===== src/rtl/fwd_scoreboard.sv =====
// Decode-stage operand bypass and hazard unit with a long-latency busy scoreboard.
// Per read port: the youngest matching in-flight stage wins, then a same-cycle
// long-op writeback, then the regfile. Registers still owned by an outstanding
// long-latency op stall decode until their writeback arrives.
module fwd_scoreboard #(
   parameter int unsigned XLEN  = 64,
   parameter int unsigned NREAD = 2,
   parameter int unsigned NFWD  = 3,
   parameter int unsigned NREG  = 32,
   parameter int unsigned CNTW  = 32,
   localparam int unsigned AW   = $clog2(NREG)
) (
   input  logic                  clk,
   input  logic                  reset,
   input  logic [NREAD*AW-1:0]   ra,
   input  logic [NREAD-1:0]      ren,
   input  logic [NREAD*XLEN-1:0] rd_rf,
   input  logic [NFWD-1:0]       fwd_valid,
   input  logic [NFWD*AW-1:0]    fwd_dst,
   input  logic [NFWD*XLEN-1:0]  fwd_data,
   input  logic [NFWD-1:0]       fwd_ready,
   input  logic                  issue_valid,
   input  logic [AW-1:0]         issue_dst,
   input  logic                  issue_long,
   input  logic                  wb_valid,
   input  logic [AW-1:0]         wb_dst,
   input  logic [XLEN-1:0]       wb_data,
   input  logic                  flush,
   output logic [NREAD*XLEN-1:0] result,
   output logic                  stall,
   output logic [NREG-1:0]       busy_vec,
   output logic [CNTW-1:0]       stall_cnt
);

   logic [NREG-1:0]  busy_q, busy_d;
   logic [CNTW-1:0]  stall_cnt_q, stall_cnt_d;
   logic [NREAD-1:0] hazard;
   logic             waw;
   logic             set_en;

   for (genvar gi = 0; gi < NREAD; gi++) begin : g_port
      logic [AW-1:0]   ra_w;
      logic            hit;
      logic            haz;
      logic [XLEN-1:0] data;

      assign ra_w = ra[gi*AW +: AW];

      // Operand select: youngest stage match, else wb bypass, else regfile.
      always_comb begin
         hit  = 1'b0;
         haz  = 1'b0;
         data = rd_rf[gi*XLEN +: XLEN];
         if (ra_w != '0) begin
            for (int j = 0; j < NFWD; j++) begin
               if (!hit && fwd_valid[j] && (fwd_dst[j*AW +: AW] == ra_w)) begin
                  hit  = 1'b1;
                  data = fwd_data[j*XLEN +: XLEN];
                  haz  = ren[gi] && !fwd_ready[j];
               end
            end
            if (!hit) begin
               if (wb_valid && (wb_dst == ra_w)) begin
                  data = wb_data;
               end else begin
                  haz = ren[gi] && busy_q[ra_w];
               end
            end
         end
      end

      assign result[gi*XLEN +: XLEN] = data;
      assign hazard[gi]              = haz;
   end

   // WAW is judged on the registered busy bit, ignoring a same-cycle clear.
   assign waw   = (issue_dst != '0) && busy_q[issue_dst];
   assign stall = issue_valid && !flush && ((|hazard) || waw);

   assign set_en = issue_valid && issue_long && !stall && (issue_dst != '0);

   // Scoreboard next state: flush wipes all, else clear then set (set wins).
   always_comb begin
      busy_d = busy_q;
      if (flush) begin
         busy_d = '0;
      end else begin
         if (wb_valid) begin
            busy_d[wb_dst] = 1'b0;
         end
         if (set_en) begin
            busy_d[issue_dst] = 1'b1;
         end
      end
      busy_d[0] = 1'b0;
   end

   // Saturating stall-cycle counter.
   always_comb begin
      stall_cnt_d = stall_cnt_q;
      if (stall && (stall_cnt_q != '1)) begin
         stall_cnt_d = stall_cnt_q + CNTW'(1);
      end
   end

   // State registers.
   always_ff @(posedge clk or posedge reset) begin
      if (reset) begin
         busy_q      <= '0;
         stall_cnt_q <= '0;
      end else begin
         busy_q      <= busy_d;
         stall_cnt_q <= stall_cnt_d;
      end
   end

   assign busy_vec  = busy_q;
   assign stall_cnt = stall_cnt_q;

endmodule


===== config.mk =====
export PLATFORM = sky130hd
export DESIGN_NAME = fwd_scoreboard
export DESIGN_NICKNAME = d
export VERILOG_FILES = /design/src/rtl/fwd_scoreboard.sv
export SDC_FILE = /design/constraint.sdc
export NUM_CORES = 1
export LEC_CHECK = 0
export BUFFER_PORTS_ARGS = -buffer_cell sky130_fd_sc_hd__buf_2
export CORE_AREA = 10 10 236 238
export CTS_CLUSTER_SIZE = 14
export DETAILED_ROUTE_END_ITERATION = 7
export DIE_AREA = 0 0 246 248
export GPL_TIMING_DRIVEN = 1
export SLEW_MARGIN = 0
export SYNTH_ARGS = -nofsm -noshare
export SYNTH_HDL_FRONTEND = slang
export SYNTH_SLANG_ARGS = --single-unit
export TNS_END_PERCENT = 100

===== constraint.sdc =====
create_clock -name clk -period 6.49 [get_ports clk]
set_input_delay 1.947 -clock clk [delete_from_list [all_inputs] [get_ports clk]]
set_output_delay 1.947 -clock clk [all_outputs]
set_load 0.02 [all_outputs]

# Yosys cells after proc, flatten, opt, wreduce, memory -nomap -nowiden
# Index checks and enable logic that the tools add are counted.
# op_classes
n_addsub,1
magnitude_cmp,6
eq_ne,9
mux,50
bitwise_logic,3
n_reduce_logical,43
# ops
operator,n
$mux W64,12
$mux W32,4
$eq A5 B5 Y1,8
$add A32 B1 Y32 const B,1
$and A32 B32 Y32,1
$ne A32 B32 Y1 const B,1
$not A32 Y32,1
$or A32 B32 Y32,1
$logic_and A1 B1 Y1,29
$mux W1,29
$lt A5 B6 Y1 const B,4
$bmux W1 S5,3
$reduce_bool A5 Y1,3
$demux W1 S5,2
$ge A5 B1 Y1 const B,2
$logic_not A1 Y1,9
$reduce_or A2 Y1,1
$logic_or A1 B1 Y1,1
# word_totals
regBits,63
inputBits,433
out_inout_bits,193

# Depth between registers and ports, before layout
# depth
depth_word,24
mapped_depth,14
mapped_depth_nobuf,9

# Least setup slack after synthesis
# No wires, ideal clock.
# synth_timing
kind,input -> output
from,input ra[0]
to,output result[43]
t_arrival_ps,4427
required_time_ps,4543
path_slack_ps,116
cell_stages,12
path_buffers,4
cell_sequence,clkbuf_1 buf_2 xnor2_1 nand3_1 nor4_1 nor3b_1 clkbuf_1 buf_1 a21oi_1 nand2_1 o21ai_0 o21ai_0
# synth_via
elab_chain_cells,16
# synth_lines
element,line_no,rtl
"start, declared",15,"input logic [NREAD*AW-1:0] ra,"
$eq A5 B5 Y1,56,if (!hit && fwd_valid[j] && (fwd_dst[j*AW +: AW] == ra_w)) begin
$logic_and A1 B1 Y1,56,
$mux W1,56,
$mux W1,54,if (ra_w != '0) begin
$logic_not A1 Y1,56,
$logic_and A1 B1 Y1 (2 in a row),56,
$mux W1,56,
$mux W1,54,
$logic_not A1 Y1,56,
$logic_and A1 B1 Y1 (2 in a row),56,
$mux W64 / $mux W1 (equally long branches),56,
$mux W64 / $mux W1 (equally long branches),"63, 54",
$mux W64,62,if (!hit) begin
$mux W64 (*),54,
"end, declared",29,"output logic [NREAD*XLEN-1:0] result,"
# Every way passes the cells marked *; elsewhere a longest branch is shown, timed or not. The select of a mux whose other input is x is not followed.

# Worst setup path in the final report
# layout_timing
from,input ra[9]
to,output result[88]
# The elaborated chain is that of the path after synthesis.

==> results.ini <==
[timing]
timing.final.ws_setup_ps=126
timing.final.crit_share=0.981
fmaxAchievable_mhz=157
holdWs_ps=492
worst_slew_pin_slew_ps=826
slew_viol_final=0
skew_ps=9.91
hold_viol=0
setup_violations=0
slew_headroom=0.448
period_minus_slack_ps=6360

[floorplan]
floorplan.initialDensity=0.210
die_h_um=248
die_w_um=246
rows=83
boundaryPins=626
die-area_mm2=0.0610
core_area_mm2=0.0510

[layout]
final_common_cell=buf_2
area_growth_pct=45.3
fillers=5716
final_cell_mix=623 x buf_2, 294 x nand2_1, 272 x o21ai_0, 143 x nor2_1, 134 x a21oi_1
final_area_mm2=0.0156
finalNonFillerCells=2939
fin_nets=2673
drive_above_1_share=0.359

[global_route]
grt_pass1_vias=14600
grt.overflow.total=0
top_usage_layer=met2
gr-usage-met3=0.0710
grt_antenna_before_repair=33
grtUsageMet1=0.276
use_met2=0.366
grt_start_max_net_pins=65
grt_first_pass_wirelength_um=104000
grt_usage=0.228

[logic_synthesis]
syn_area_per_cell_um2=6.51
synth_nets=2083
synth_ff_type=dfrtp_1
syn_area_mm2=0.0107
synth_warnings=0
synth-seq-area-share=0.147
netlist_top_cells_area=dfrtp_1 15%, o21ai_0 13%, mux2i_1 12%
async_reset_ff_frac=1.00
synth_cells=1649
ys_types=52
synth_top_area_share=0.147
ys_ff_latch=63
synth_edf_count=0
yosysTopAreaCell=dfrtp_1

[clocking]
clkTransAtPathRegs_ps=60
numCtsBuffers=9
h-tree-depth=3
insertion_delay_ps=340
cts_setup_buffers=0
cts.path.max_buffers=2
cts.sink_count=63
cts_tree=done
clockRootBuffer=clkbuf_16

[worst_setup_path]
critPathMaxFanout=8
critPathKind=primary input to output port
cp_top_family=buffers and inverters
start_kind=primary input
crit_slowest_cell=o21ai_0
critPathMaxStageDelay_ps=450
path_buf_inv=5
cp-end-kind=output port
crit_required_ps=4540
arrival_ps=4420
crit_path_cell_trace=buf_2, xor2_1, nor4_2, buf_4, and3_2, nor4_4, buf_12, buf_4, a21oi_1, nand2_1, o21ai_0, o21ai_0, buf_2

[route]
drcViolationCount=0
drt_first_iter_violations=1178
dr_total_vias=15200
firstDrtPassIters=5
drt_wl_total_um=74700
viasPerCell=5.16
ant_nets=0
wl_per_cell_um=25.4

[pwr]
leakage_nw=6.94
power_density_mw_per_mm2=116
irDropWorstVdd_mv=0.171

[place]
place.gp.congestion=1.05
dp_slack_ps=6.56
place_area_mm2=0.0152
place_inst=2908
io_buffers=624
dp_hpwl_um=63400

[min_path]
hold_class=register to register

[run_status]
status=completed

[run]
drv_cap=0

==> routing by layer <==
layer,routed length [um],vias to the layer above
li1,-,7109
met1,29100,7056
met2,34300,830
met3,7680,147
met4,3460,26
met5,183,-
==> power by group <==
part / switching, mW / internal [mW]
clock: 0.186 / 0.258
combinational: 0.577 / 0.361
sequential: 0.0162 / 0.404
total: 0.780 / 1.02
==> through the flow <==
stage                     utilization  total power [mW]  setup TNS [ps]
after floorplan                     -             0.879               0
after global placement          0.298              1.36               0
after detailed placement        0.298              1.35               0
after CTS                       0.304              1.81               0
after global routing            0.305              1.90           -74.6
final                           0.306              1.80               0
==> Yosys cell counts, drive strengths merged (2+ instances only) <==
master	number
a211oi	129
a21oi	134
a31oi	4
and2	4
and3	30
and4	2
buf	38
clkbuf	124
dfrtp	63
inv	5
mux2	5
mux2i	132
mux4	20
nand2	296
nand2b	4
nand3	24
nand3b	19
nand4	21
nor2	143
nor2b	23
nor3	8
nor3b	8
nor4	10
o211ai	3
o21ai	306
or2	4
or3	4
xnor2	42
xor2	29
==> state kept, by name, indices dropped and copies added (netlist names) <==
signal	cells
busy_vec	31
stall_cnt	32
==> timing repair <==
action / 4_1_cts / 5_1_grt
gates cloned: 0 / 0
endpoints found under the setup margin: 1 / 29
hold buffers: 0 / 0
resized for setup: 1 / 14
pin swaps: 0 / 1
==> layout make-up <==
| cell class | instances | area, um^2 | area share |
|---|---|---|---|
| multi-input cells | 1419 | 8580 | 0.551 |
| repair buffers | 741 | 4250 | 0.273 |
| flip-flops and latches | 63 | 1580 | 0.101 |
| well taps | 680 | 851 | 0.0546 |
| clock buffers | 9 | 225 | 0.0144 |
| clock inverters | 7 | 50.0 | 0.00321 |
| diodes | 15 | 37.5 | 0.00241 |
| inverters | 5 | 18.8 | 0.00120 |
==> logic make-up after synthesis <==
| family | count (synthesis) | synth area share |
|---|---|---|
| XOR/XNOR | 71 | 0.0580 |
| flip-flops | 63 | 0.147 |
| multiplexers | 157 | 0.170 |
| buffers and inverters | 167 | 0.0645 |
| AO/OA/AOI/OAI | 584 | 0.307 |
| other | 1 | 0.000350 |
| AND/OR/NAND/NOR | 605 | 0.252 |
| adder cells (fa/ha/maj) | 1 | 0.00117 |
==> final timing paths <==
path	start	end	slack (ps)	cells past startpoint
max in group asynchronous	reset	busy_vec[11]$_DFF_PP0_	4100	3
hold / removal	stall_cnt[20]$_DFFE_PP0P_	stall_cnt[20]$_DFFE_PP0P_	490	1
setup reg to reg	busy_vec[18]$_DFF_PP0_	busy_vec[6]$_DFF_PP0_	3250	10
setup / recovery	ra[9]	result[88]	130	13
hold reg to reg	stall_cnt[20]$_DFFE_PP0P_	stall_cnt[20]$_DFFE_PP0P_	490	1
min in group asynchronous	reset	stall_cnt[14]$_DFFE_PP0P_	1850	3
Power figures use the tool's default switching activity.
